[config.mk]
export PLATFORM = sky130hd
export DESIGN_NAME = lcd_cmd_issuer
export DESIGN_NICKNAME = d
export VERILOG_FILES = /design/src/rtl/lcd_pkg.sv /design/src/rtl/cmd_fifo.sv /design/src/rtl/lcd_cmd_issuer.sv
export SDC_FILE = /design/constraint.sdc
export NUM_CORES = 1
export LEC_CHECK = 0
export BUFFER_PORTS_ARGS = -buffer_cell sky130_fd_sc_hd__buf_2
export CORE_MARGIN = 2
export CORE_UTILIZATION = 60
export DETAILED_ROUTE_END_ITERATION = 16
export PLACE_DENSITY_LB_ADDON = 0.05
export SYNTH_ARGS = -nofsm -noshare
export SYNTH_HDL_FRONTEND = slang
export SYNTH_HIERARCHICAL = 1
export SYNTH_SLANG_ARGS = --single-unit
[constraint.sdc]
create_clock -name clk -period 4.6 [get_ports clk]
set_input_delay 0.92 -clock clk [delete_from_list [all_inputs] [get_ports clk]]
set_output_delay 0.92 -clock clk [all_outputs]
set_load 0.03 [all_outputs]
[src/rtl/lcd_pkg.sv]
// lcd_pkg: opcodes and issuer state encoding shared by the LCD image controller blocks
package lcd_pkg;
  localparam logic [3:0] CMD_WRITE    = 4'd0;
  localparam logic [3:0] CMD_UP       = 4'd1;
  localparam logic [3:0] CMD_DOWN     = 4'd2;
  localparam logic [3:0] CMD_LEFT     = 4'd3;
  localparam logic [3:0] CMD_RIGHT    = 4'd4;
  localparam logic [3:0] CMD_MAX      = 4'd5;
  localparam logic [3:0] CMD_MIN      = 4'd6;
  localparam logic [3:0] CMD_AVG      = 4'd7;
  localparam logic [3:0] CMD_CCW      = 4'd8;
  localparam logic [3:0] CMD_CW       = 4'd9;
  localparam logic [3:0] CMD_MIRROR_X = 4'd10;
  localparam logic [3:0] CMD_MIRROR_Y = 4'd11;
  localparam logic [3:0] CMD_LAST     = CMD_MIRROR_Y;
  typedef enum logic [2:0] {IDLE, ISSUE, HOLD, WAIT, WAIT_DONE, FIN} state_e;
endpackage

[src/rtl/cmd_fifo.sv]
// cmd_fifo: synchronous 4-bit FIFO with occupancy level and asynchronous reset
module cmd_fifo #(
  parameter int DEPTH = 4
) (
  input  logic                     clk,
  input  logic                     reset,
  input  logic                     push,
  input  logic                     pop,
  input  logic [3:0]               din,
  output logic [3:0]               dout,
  output logic                     full,
  output logic                     empty,
  output logic [$clog2(DEPTH):0]   level
);
  localparam int AW = $clog2(DEPTH);
  logic [3:0]    mem_q [DEPTH];
  logic [AW-1:0] wr_q, rd_q;
  logic [AW:0]   lvl_q;
  always_ff @(posedge clk or posedge reset)
    if (reset) begin
      wr_q  <= '0;
      rd_q  <= '0;
      lvl_q <= '0;
    end else begin
      if (push) wr_q <= wr_q + 1'b1;
      if (pop) rd_q <= rd_q + 1'b1;
      lvl_q <= lvl_q + {{AW{1'b0}}, push} - {{AW{1'b0}}, pop};
    end
  always_ff @(posedge clk)
    if (push) mem_q[wr_q] <= din;
  assign dout  = mem_q[rd_q];
  assign full  = lvl_q == (AW+1)'(DEPTH);
  assign empty = lvl_q == '0;
  assign level = lvl_q;
endmodule

[src/rtl/lcd_cmd_issuer.sv]
// lcd_cmd_issuer: buffers host commands and issues them one at a time to the LCD controller
module lcd_cmd_issuer
  import lcd_pkg::*;
#(
  parameter int DEPTH    = 4,
  parameter int HOLD_CYC = 2,
  parameter int CNT_W    = 8
) (
  input  logic                   clk,
  input  logic                   reset,
  input  logic [3:0]             host_cmd,
  input  logic                   host_valid,
  output logic                   host_ready,
  output logic [3:0]             lcd_cmd,
  output logic                   lcd_cmd_valid,
  input  logic                   lcd_busy,
  input  logic                   lcd_done,
  output logic [$clog2(DEPTH):0] fifo_level,
  output logic [CNT_W-1:0]       cmd_count,
  output logic                   err_illegal,
  output logic                   finished
);
  localparam int HW = $clog2(HOLD_CYC + 1);
  state_e           state_q, state_d;
  logic [HW-1:0]    hold_q, hold_d;
  logic [3:0]       cmd_q, cmd_d;
  logic             valid_q, valid_d;
  logic [CNT_W-1:0] cnt_q, cnt_d;
  logic             err_q, err_d;
  logic             fin_q, fin_d;
  logic             full, empty, pop, accept;
  logic [3:0]       head;
  assign host_ready = !full && !fin_q;
  assign accept     = host_valid && host_ready;
  cmd_fifo #(.DEPTH(DEPTH)) u_fifo (
    .clk   (clk),
    .reset (reset),
    .push  (accept && host_cmd <= CMD_LAST),
    .pop   (pop),
    .din   (host_cmd),
    .dout  (head),
    .full  (full),
    .empty (empty),
    .level (fifo_level)
  );
  always_comb begin
    state_d = state_q;
    hold_d  = hold_q;
    cmd_d   = cmd_q;
    valid_d = 1'b0;
    cnt_d   = cnt_q;
    fin_d   = fin_q;
    err_d   = err_q || (accept && host_cmd > CMD_LAST);
    pop     = 1'b0;
    case (state_q)
      IDLE:
        if (!empty && !lcd_busy) begin
          pop     = 1'b1;
          cmd_d   = head;
          valid_d = 1'b1;
          cnt_d   = cnt_q + 1'b1;
          state_d = ISSUE;
        end
      ISSUE: begin
        hold_d  = HW'(HOLD_CYC - 1);
        state_d = HOLD;
      end
      HOLD:
        if (hold_q == '0) state_d = (cmd_q == CMD_WRITE) ? WAIT_DONE : WAIT;
        else hold_d = hold_q - 1'b1;
      WAIT:
        if (!lcd_busy) state_d = IDLE;
      WAIT_DONE:
        if (lcd_done) begin
          fin_d   = 1'b1;
          state_d = FIN;
        end
      default: ;
    endcase
  end
  always_ff @(posedge clk or posedge reset)
    if (reset) begin
      state_q <= IDLE;
      hold_q  <= '0;
      cmd_q   <= '0;
      valid_q <= 1'b0;
      cnt_q   <= '0;
      err_q   <= 1'b0;
      fin_q   <= 1'b0;
    end else begin
      state_q <= state_d;
      hold_q  <= hold_d;
      cmd_q   <= cmd_d;
      valid_q <= valid_d;
      cnt_q   <= cnt_d;
      err_q   <= err_d;
      fin_q   <= fin_d;
    end
  assign lcd_cmd       = cmd_q;
  assign lcd_cmd_valid = valid_q;
  assign cmd_count     = cnt_q;
  assign err_illegal   = err_q;
  assign finished      = fin_q;
endmodule

# Word level (Yosys, flattened, before mapping)

Memories as Yosys holds them, arrays and structs flattened. A register that Yosys moved wholly into a read port is not among the register bits.
Cells that the tools add are included.

$add $sub $neg: 6
$lt $le $gt $ge: 2
Eq/ne operators: 10
Muxes and demuxes: 12
Reductions and logical operators: 20

Operators with widths:

| cell                | count |
|---|---|
| $mux 3              | 5 |
| $pmux 3 s5          | 1 |
| $ne 2x2->1 const B  | 5 |
| $add 8x1->8 const B | 1 |
| $eq 3x2->1 const B  | 2 |
| $eq 3x3->1 const B  | 2 |
| $logic_not 3->1     | 2 |
| $reduce_and 2->1    | 3 |
| $logic_and 1x1->1   | 5 |
| $reduce_and 5->1    | 1 |
| $reduce_bool 5->1   | 1 |
| $add 2x1->2 const B | 2 |
| $gt 4x4->1 const B  | 1 |
| $le 4x4->1 const B  | 1 |
| $logic_not 1->1     | 4 |
| $logic_not 4->1     | 1 |
| $mux 1              | 4 |
| $pmux 2 s2          | 1 |
| $add 3x1->3         | 1 |
| $eq 3x1->1 const B  | 1 |
| $sub 3x1->3         | 1 |
| $logic_not 2->1     | 1 |
| $mux 2              | 1 |
| $reduce_bool 2->1   | 1 |
| other kinds (2)     | 2 |

Register bits after elaboration: 23
Memory bits (writable): 16
Input bits: 9
Output and inout bits: 19
Word-level logic and storage cells: 60
Memories kept: 1

Memories:

| memory       | words | width | read ports | clocked after memory_dff | wr ports | RTL line       | RTL |
|---|---|---|---|---|---|---|---|
| u_fifo.mem_q | 4     | 4     | 1          | 1                        | 1        | cmd_fifo.sv:16 | `logic [3:0] mem_q [DEPTH];` |

# Depth between registers and ports, before layout

Word-level depth: 7
Mapped depth: 10
Depth with buffers taken out: 9

# By module

The synthesis kept the hierarchy.

By module, submodules not included:

| module         | instances | cells each | area an instance (µm²) |
|---|---|---|---|
| lcd_cmd_issuer | 1         | 88         | 989.7 |
| cmd_fifo       | 1         | 56         | 970.9 |

# Worst setup path before layout

OpenSTA, ideal clock, no wires.

Path type: input -> register
Start point: input port lcd_busy
End point: register u_fifo.lvl_q[2], in the netlist u_fifo/level[2]
Setup time: 124 ps
Data arrival time: 2386 ps
Data required time: 4476 ps
Path slack: 2090 ps
Cell stages on the path: 8
Buffers on the path: 1
Path through: nor4b_4 > buf_6 > ha_1 > inv_1 > ha_1 > fa_1 > xnor2_1 > xnor2_1

Longest elaborated chain between the ends: 5

RTL lines:

| element              | RTL line             | RTL |
|---|---|---|
| start, declared      | lcd_cmd_issuer.sv:16 | `input logic lcd_busy,` |
| $logic_not 1->1      | -                    |  |
| $logic_and 1x1->1    | lcd_cmd_issuer.sv:57 | `if (!empty && !lcd_busy) begin` |
| $mux 1               | lcd_cmd_issuer.sv:57 |  |
| $mux 1               | lcd_cmd_issuer.sv:55 | `case (state_q)` |
| via pop              | lcd_cmd_issuer.sv:31 | `logic full, empty, pop, accept;` |
| $sub 3x1->3          | cmd_fifo.sv:27       | `lvl_q <= lvl_q + {{AW{1'b0}}, push} - {{AW{1'b0}}, pop};` |
| end signal, assigned | cmd_fifo.sv:27       |  |
| end, declared        | cmd_fifo.sv:18       | `logic [AW:0] lvl_q;` |

The timed path passes the listed nets, and every way through them passes these cells.
A chain may end at the register's enable or synchronous reset.

# Worst setup path after layout

Start point: register state_q[0]
End point: register u_fifo.lvl_q[2], in the netlist u_fifo/level[2]

Longest elaborated chain between the ends: 3

RTL lines:

| element                | RTL line             | RTL |
|---|---|---|
| start, declared        | lcd_cmd_issuer.sv:24 | `state_e state_q, state_d;` |
| start signal, assigned | lcd_cmd_issuer.sv:91 | `state_q <= state_d;` |
| $logic_not 3->1        | lcd_cmd_issuer.sv:55 |  |
| $mux 1                 | lcd_cmd_issuer.sv:55 |  |
| $sub 3x1->3            | cmd_fifo.sv:27       |  |

Every way passes these cells.

==> results.yml <==
outcome:
  result_of_the_run: "finished clean"
die:
  die-area_mm2: 0.003741
  floorplan.die.height_um: 61.17
  initial_util: 0.6370
  placement_rows: 20
  ios: 28
  die_width_um: 61.17
  core-area_mm2: 0.003078
clocking:
  post-cts-setup-buffer-count: 0
  clockBufferDepth: 2
  cts-buffers-inserted: 5
  cts.sink_count: 43
  ctsHtreeMaxLevel: 2
  clock_insertion_delay_worst_skew_ns: 0.35
  cts_resized: 0
  clock_tree_from_tritoncts: "built"
  hold_buffers: 0
  worst_setup_hold_path_clk_slew_ns: 0.14
  root_buffer: "clkbuf_4"
drt:
  drt_iter0_markers: 74
  wl_um: 3173
  route.vias.total: 1174
  drt-wirelength-per-cell_um: 14.56
  pre_repair_dr_iteration_count: 4
  avg_vias_per_cell: 5.385
  routed_antenna_nets: 0
  drc: 0
setup_path:
  critical_path_required_ns: 4.88
  cp.arrival_ns: 3.13
  r2r-start: "state_q[0]"
  cp-start-kind: "flip-flop"
  reg2reg_slack_ns: 1.74
  crit_path_max_fanout: 16
  reg2regPathDepth: 8
  startpoint: "state_q[0]"
  cp_slowest_stage_delay_ns: 0.79
  critical_path.reg2reg.endpoint: "u_fifo/level[2]"
  critical-path-slowest-cell: "nor4b_4"
  timing_worst_setup_path_type: "flip-flop to flip-flop"
  timing.critical_path.to_type: "flip-flop"
  timing.critical_path.cells: "nor2_8, nor4b_4, ha_1, inv_1, ha_1, fa_1, xnor2_1, xnor2_1"
pwr:
  power_per_cell_area_mw_per_mm2: 655.0
  vdd.ir_drop.worst_uv: 362.3
  leakagePower_nw: 0.9635
sta:
  worst-slew-pin-transition_ns: 0.9456
  timing.final.max_slew_violations: 0
  worst_hold_slack_ns: 0.4784
  setup_slack_ns: 1.745
  layout_min_cycle_time_ns: 2.855
  number_of_endpoints_failing_setup_at_the_final_stage: 0
  rsz0062_at_grt: "no"
  final_worst_path_cycle_share: 0.6207
  clock-skew-final_ns: 0.009334
  setup_total_negative_slack_ns: 0
  maxSlewHeadroom: 0.3670
  peak_clock_frequency_supported_by_timing_ghz: 0.3502
  hold_violations: 0
synth:
  synth.distinct_cells: 35
  synth_area_leader_cell: "dfrtp_1"
  ys_dominant_reg_cell: "dfrtp_1"
  combinational_family_with_the_most_area_after_synthesis: "simple AND/OR/NAND/NOR gates"
  synthArstFlopShare: 0.6279
  synth_seq_area_share: 0.5897
  syn_area_mm2: 0.001961
  synth_register_bits: 43
  synth_compound_area_frac: 0.06063
  synth.top_cell.area_share: 0.3446
  yosys-mux-area-fraction: 0.07977
  post_synth_and_or_nand_nor_area_fraction: 0.1027
  synth_top_cells_by_area: "dfrtp_1, edfxtp_1, ha_1"
  post_synth.cell_area_avg_um2: 13.62
  synth-edff-count: 16
  synth_cells: 144
  synth_nets: 162
  synthXorXnorAreaFrac: 0.05807
  synthesis.yosys.warnings: 6
  synth-adder-area-share: 0.06126
global_route:
  grt_max_degree: 21
  antenna_found_initial: 0
  global_route_wire_length_before_repair_um: 5168
  global_route.overflow_total: 0
  grt_pass1_vias: 1121
  grt_util_all_layers: 0.1971
place:
  place_area_mm2: 0.002106
  gp_congestion: 0.7472
  dp_worst_setup_slack_ns: 1.474
  post-dp-hpwl_um: 2312
  io_buffers: 27
min_path:
  worst_hold_path.endpoint: "cmd_count[7]"
  worstHoldPathCells: 1
  hold_path_startpoint: "cmd_count[7]"
  hold_path_class: "flip-flop to flip-flop"
layout:
  final_cell_mix: "dfrtp_1, buf_2, edfxtp_1"
  final_nets: 191
  stdcell_area_mm2: 0.002191
  final_layout_size_suffix_gt1_frac: 0.2701
  layout-area-overhead-vs-synth_pct: 11.74
  fin_util: 0.7118
  antenna_cells: 0
job:
  max_cap_violations: 0
==> registers in the layout, summed over array words and instances (netlist names) <==
name / cells
lcd_cmd: 4
lcd_cmd_valid: 1
hold_q: 2
err_illegal: 1
u_fifo/rd_q: 2
u_fifo/mem_q: 16
u_fifo/level: 3
state_q: 3
cmd_count: 8
finished: 1
u_fifo/wr_q: 2
==> critical path, delay by kind of cell (launching register included) <==
| family | cells | cell delay [ns] |
|---|---|---|
| flops | 1 | 0.55 |
| xor+xnor | 2 | 0.37 |
| fa+ha+maj | 3 | 0.83 |
| simple gates | 2 | 0.98 |
| buf+inv | 1 | 0.05 |
==> power breakdown <==
part	switching [W]	leakage [nW]	internal [W]
combinational	0.000315	0.444	0.000231
clock	0.000127	0.0458	0.000117
sequential	0.000143	0.473	0.000501
==> cells by family (layout without fill, tap and decap cells) <==
family / count (synthesis) / in the layout
compound gates: 19 / 19
xor+xnor: 13 / 13
fa+ha+maj: 9 / 9
buf+inv: 18 / 48
flops: 43 / 43
mux: 10 / 10
simple gates: 32 / 32
==> synthesized netlist by cell type (all sizes together), types with 2 or more instances <==
cell,n
dfrtp,27
nand4,4
nor2,6
a21oi,4
nand2,7
edfxtp,16
xor2,3
inv,13
o21ai,8
and2,5
mux4,4
nand3,2
buf,4
mux2,5
and3,2
ha,8
xnor2,10
==> worst max path at each step <==
| stage | endpoint | depth (start not counted) |
|---|---|---|
| after floorplan | u_fifo/level[2] | 8 |
| after global placement | u_fifo/level[2] | 8 |
| after detailed placement | u_fifo/level[2] | 8 |
| after CTS | u_fifo/level[2] | 8 |
| after global routing | u_fifo/level[2] | 8 |
| final | u_fifo/level[2] | 8 |
==> layout make-up <==
cell class / instances / area (um^2)
Timing Repair Buffer: 27 / 135.1
Clock buffer: 5 / 37.54
Multi-Input combinational cell: 83 / 710.7
Inverter: 13 / 48.80
Sequential cell: 43 / 1156
Clock inverter: 3 / 47.55
Fill cell: 239 / 887.1
Tap cell: 44 / 55.05
==> per-layer routing <==
layer / vias up / track usage / routed length [um]
met2: 22 / 0.3313 / 1651
met1: 582 / 0.2365 / 1355
met4: 0 / 0.08385 / 52
met5: - / 0 / 0
li1: 563 / - / -
met3: 7 / 0.05882 / 114
==> stage by stage <==
| stage | cells | total power, W |
|---|---|---|
| global placement | 210 | 0.001174 |
| floorplan | 144 | 0.001077 |
| global route | 218 | 0.001536 |
| finish | 218 | 0.001435 |
| CTS | 218 | 0.001448 |
| detailed placement | 210 | 0.001202 |
Power figures use the tool's default switching activity.
